$ cat src/rtl/add4_accumulator.sv
// ============================================================================
// Module      : add4_accumulator
// Description : Sequential front/back end for the add4 ripple adder. Sums
//               N_OPS nibbles per job, tracks a sticky carry-out overflow and
//               returns the result over a valid/ready handshake.
//               Optional macro ADD4_SAT_EN selects saturating accumulation.
// Revision    : 1.0 - initial release
// ============================================================================
`default_nettype none

module add4_accumulator #(
  parameter int N_OPS = 4
) (
  input  logic       clk,
  input  logic       reset,
  input  logic       start,
  input  logic       in_valid,
  input  logic [3:0] in_data,
  output logic       in_ready,
  output logic [3:0] add_x,
  output logic [3:0] add_y,
  output logic       add_cin,
  input  logic [3:0] add_s,
  input  logic       add_cout,
  output logic       out_valid,
  input  logic       out_ready,
  output logic [3:0] out_sum,
  output logic       out_ovf,
  output logic [3:0] out_count,
  output logic       busy
);

  typedef enum logic [1:0] {
    S_IDLE  = 2'd0,
    S_ACCUM = 2'd1,
    S_HOLD  = 2'd2
  } state_t;

  localparam logic [3:0] c_N_LAST = 4'(N_OPS);

  state_t     r_state;
  state_t     w_state_next;
  logic [3:0] r_acc;
  logic [3:0] w_acc_next;
  logic [3:0] r_count;
  logic [3:0] w_count_next;
  logic       r_ovf;
  logic       w_ovf_next;
  logic [3:0] w_count_inc;

  // The adder sees the live accumulator and the raw nibble; its own carry-in is unused.
  assign add_x     = r_acc;
  assign add_y     = in_data;
  assign add_cin   = 1'b0;

  assign out_sum   = r_acc;
  assign out_ovf   = r_ovf;
  assign out_count = r_count;

  assign w_count_inc = r_count + 4'd1;

  always_ff @(posedge clk) begin
    if (reset) begin
      r_state <= S_IDLE;
      r_acc   <= 4'd0;
      r_ovf   <= 1'b0;
      r_count <= 4'd0;
    end else begin
      r_state <= w_state_next;
      r_acc   <= w_acc_next;
      r_ovf   <= w_ovf_next;
      r_count <= w_count_next;
    end
  end

  always_comb begin
    w_state_next = r_state;
    w_acc_next   = r_acc;
    w_ovf_next   = r_ovf;
    w_count_next = r_count;
    in_ready     = 1'b0;
    out_valid    = 1'b0;
    busy         = 1'b0;

    case (r_state)
      S_IDLE: begin
        if (start) begin
          w_acc_next   = 4'd0;
          w_ovf_next   = 1'b0;
          w_count_next = 4'd0;
          w_state_next = S_ACCUM;
        end
      end

      S_ACCUM: begin
        in_ready = 1'b1;
        busy     = 1'b1;
        if (in_valid) begin
`ifdef ADD4_SAT_EN
          // Once pinned at 4'hF every later beat either carries or adds zero, so it stays pinned.
          w_acc_next = add_cout ? 4'hF : add_s;
`else
          w_acc_next = add_s;
`endif
          w_ovf_next   = r_ovf | add_cout;
          w_count_next = w_count_inc;
          if (w_count_inc == c_N_LAST) begin
            w_state_next = S_HOLD;
          end
        end
      end

      S_HOLD: begin
        out_valid = 1'b1;
        busy      = 1'b1;
        if (out_ready) begin
          w_state_next = S_IDLE;
        end
      end

      default: begin
        w_state_next = S_IDLE;
      end
    endcase
  end

endmodule

`default_nettype wire

$ cat config.mk
export PLATFORM = sky130hd
export DESIGN_NAME = add4_accumulator
export DESIGN_NICKNAME = d
export VERILOG_FILES = /design/src/rtl/add4_accumulator.sv
export SDC_FILE = /design/constraint.sdc
export NUM_CORES = 1
export LEC_CHECK = 0
export CORE_ASPECT_RATIO = 1.5
export CORE_MARGIN = 1
export CORE_UTILIZATION = 35
export DETAILED_ROUTE_END_ITERATION = 10
export HOLD_SLACK_MARGIN = 0.03
export PLACE_DENSITY = 0.84
export SLEW_MARGIN = 20
export SYNTH_ARGS = -nofsm -noshare
export SYNTH_HDL_FRONTEND = slang
export SYNTH_SLANG_ARGS = --single-unit
export TNS_END_PERCENT = 30
$ cat constraint.sdc
create_clock -name clk -period 1.25 [get_ports clk]
set_input_delay 0.25 -clock clk [delete_from_list [all_inputs] [get_ports clk]]
set_output_delay 0.25 -clock clk [all_outputs]
set_load 0.05 [all_outputs]
# == Yosys cells after proc, flatten, opt, wreduce, memory -nomap -nowiden ==
# Cells that the tools add are included.
# word_totals
regBits,11
latch_bits,0
ramBits,0
rom_bits,0
in_bits,14
wordCells,34
memories,0
# classes
n_addsub,1
n_mul,0
div_mod_pow,0
n_lt_le_gt_ge,0
eq_ne,7
shift,0
muxes,16
n_bitwise,1
reduce_logical,5
# ops
op,count
4-bit case mux with 2 select lines,2
4-bit 2-to-1 mux,3
2-bit 2-to-1 mux,4
"2-bit != test, second input constant",4
2-bit case mux with 3 select lines,1
1-bit 2-to-1 mux,5
"4-bit by 1-bit adder with 4-bit output, second input constant",1
"4-bit by 3-bit == test with 1-bit output, second input constant",1
4-bit AND reduction,1
3-bit AND reduction,1
"2-bit by 1-bit == test with 1-bit output, second input constant",1
"2-bit == test, second input constant",1
2-bit logical NOT,1
1-bit case mux with 2 select lines,1
2-bit nonzero test,1
2-bit OR reduction,1
1-bit OR,1

# == Longest topological paths before layout ==
# logic_depth
depth_word,5
mapped_depth,8
ltp_nobuf,7

# == Worst setup path after synthesis ==
# OpenSTA, ideal clock, no wires.
# synth_path
path_kind,register -> register
startpoint,register r_state[1]
endpoint,register r_count[3] (netlist: out_count[3])
setup_time_ps,132
arrival_ps,1590
required_time_ps,1118
slack_ps,-472
stages_incl_launch_ff,8
path_cell_list,dfxtp_1 inv_1 ha_1 or2_2 nand3_2 a21o_1 nand2_1 a21oi_1
# synth_between
elab_chain_len,3
# synth_rtl
element,line_no,source
start: declaration,41,state_t r_state;
start signal: assignment,69,r_state <= w_state_next;
2-bit by 1-bit == test with 1-bit output / 2-bit logical NOT (equally long branches),85,case (r_state)
2-bit != test (no source line) / 2-bit nonzero test (equally long branches),-,
3-bit AND reduction (no source line),-,
end signal: assignment,72,r_count <= w_count_next;
end: declaration,45,logic [3:0] r_count;
# Parallel ways exist; a longest one is shown, timed or not.
# A chain may end at the register's enable or synchronous reset.

# == Worst setup path after layout ==
# layout_path
startpoint,register r_state[1]
endpoint,output port out_valid
# layout_between
elab_chain_len,2
# layout_rtl
element,line_no,source
2-bit == test,85,
1-bit 2-to-1 mux,85,
end: declaration,25,"output logic out_valid,"
# No other way between the ends.

==> flow_summary.yaml <==
outcome:
  run_status: "finished, violations left"
  violations: "negative setup slack"
worst_setup_path:
  crit_path_max_fanout: 2
  cp-start-kind: "register"
  cp.arrival_ns: 1.13
  end_kind: "output pin"
  critPathKind: "register to output pin"
  rr_worst_depth: 8
  crit_required_ns: 1.00
  r2r_setup_slack_ns: -0.09
layout:
  final_core_util_pct: 73.8
  insertedDiodeCount: 0
  final_cells: 135
  nets: 136
  num-fill-cells: 109
  drive_gt1_share_pct: 50.0
  area_growth_syn_to_layout_pct: 96.9
route:
  vias_per_cell: 4.81
  ant_nets: 0
  dr.first_iter.drc_count: 24
  vias: 649
  wl_per_cell_um: 14.0
  drt_wl_total_um: 1890
  dr.pass1.iters: 4
  drcViolationCount: 0
floorplan:
  core_sq_um: 1830
  dieHeight_um: 56.2
  start_util_pct: 37.5
  rows: 19
  die_x_um: 38.1
  fp.dieArea_sq_um: 2140
  io_pins: 35
placed_design:
  placed_cells: 128
  io_buffer_count: 25
  dp_slack_ns: -0.311
  post-dp-hpwl_um: 1450
  place_congestion: 0.803
synth:
  synth_area_sq_um: 686
  synth_cells: 79
  synth_top_area_share_pct: 32.1
  synth.avg_cell_area_sq_um: 8.68
  ys_seq_area_share_pct: 32.1
  synth_edf_count: 0
  ys_seq_elements: 11
  synth_fp_nets: 100
  yosysMostFrequentCell: "dfxtp_1"
  yosys-top-cells-count: "dfxtp_1, buf_4, nor2_1, ha_1, nand2b_1"
  yosysWarnings: 0
  synth_area_leaders: "dfxtp_1, ha_1, buf_4, a22oi_1, nand2b_1"
  synth_ff_type: "dfxtp_1"
  synth.distinct_cells: 28
  synth_top_area_cell: "dfxtp_1"
  async_flop_share_pct: 0
timing:
  rsz0062_at_grt: "true"
  slew_viol_final: 0
  clock_skew_ns: 0.000639
  fmax_ghz: 0.725
  min_period_over_period_pct: 110
  tns_ns: -0.884
  period_needed_ns: 1.38
  hold_viol: 0
  setup_viol: 15
  final.setup.worst_slack_ns: -0.129
clock_tree:
  cts_max_path_buffers: 2
  cts_tree: "done"
  cts-root-buf: "clkbuf_4"
  clk_latency_ns: 0.27
  cts_buffers: 3
  ctsHoldBuffers: 0
  path_clk_slew_ns: 0.07
  clkSinkCount: 11
  htreeDepth: 1
run:
  maxCapViolations: 0
power:
  vdd_drop_max_mv: 1.70
  p_per_area_nw_per_um2: 1750
  total_power_uw: 2360
  power.leakage_uw: 0.000534
global_routing:
  antenna_found_initial: 0
  grt.total_usage_pct: 20.7
  grt_pass1_wl_um: 3250
  first_global_vias: 758
  grt_max_degree: 9
  grt.overflow.total: 0
worst_hold_path:
  hold_path.class: "primary input to output pin"
  min_path_cells: 0
==> registers in the layout, indices dropped and copies added (netlist names) <==
register,flops
add_x,4
out_count,4
r_state,2
out_ovf,1
==> cells in the final DEF (no fill, tap or decap), types with 2 or more instances in the layout <==
master,netlist,final
buf_12,0,16
buf_4,9,10
nor2_1,9,9
clkdlybuf4s50_1,0,9
buf_6,0,7
nand2b_1,6,6
ha_4,0,5
dfxtp_1,11,5
a22oi_1,5,4
dfxtp_4,0,4
a21oi_1,3,3
nand2_1,3,3
mux2i_1,3,3
clkbuf_4,0,3
inv_4,0,2
nand3_1,3,2
ha_1,7,2
dfxtp_2,0,2
==> per-layer routing <==
metal  GRT usage (%)  part of all wire (%)  vias to the layer above
li1                -                     -                      329
met5               0                     0                        -
met3            4.40                   3.2                        2
met1            21.7                    34                      300
met4            8.16                   1.1                        0
met2            37.0                    62                       18
==> layout make-up <==
class	instances	area, sq um	area share (%)
Multi-Input combinational cell	54	479	35.5
Clock buffer	4	26.3	1.95
Tap cell	21	26.3	1.95
Inverter	3	16.3	1.20
Sequential cell	11	238	17.6
Timing Repair Buffer	42	564	41.8
==> through the flow <==
step           hold slack (ns)  instance area [sq um]
5_1_grt                  0.500                   1350
4_1_cts                  0.500                   1350
3_5_place_dp             0.488                   1240
6_report                 0.500                   1350
2_1_floorplan            0.398                    776
3_3_place_gp             0.487                   1240
==> critical path, cell delays in order (launching register included) <==
cell and delay (ns):
dfxtp_2 0.34, buf_6 0.12, ha_4 0.15, buf_6 0.11
buf_12 0.13
==> power breakdown <==
group | switching [uW] | leakage, uW | total [uW] | internal (uW)
registers | 82.2 | 0.0000932 | 492 | 409
logic | 795 | 0.000426 | 1620 | 827
clock network | 124 | 0.0000150 | 248 | 123
==> cell families (layout without fill, tap and decap cells) <==
logic type / Yosys count / in the layout / synth area share [%]
AND/OR/NAND/NOR: 29 / 29 / 23.2
AO/OA/AOI/OAI: 14 / 14 / 14.2
buffers and inverters: 14 / 49 / 12.8
flip-flops: 11 / 11 / 32.1
adder cells (fa/ha/maj): 7 / 7 / 12.8
multiplexers: 3 / 3 / 4.38
other: 1 / 1 / 0.547
==> repair_timing <==
action                     4_1_cts  5_1_grt
pin swaps                        8        1
setup buffers                    3        0
gates resized for setup         13        0
setup endpoints to repair       14       15
hold endpoints to repair         0        0
==> path summary, 6_finish.rpt <==
kind / to / start
setup / recovery: out_valid / r_state[1]
hold / removal: add_y[1] / in_data[1]
setup reg to reg: out_count[3] / r_state[0]
hold reg to reg: out_count[3] / out_count[3]
(Power assumes the default switching activity.)
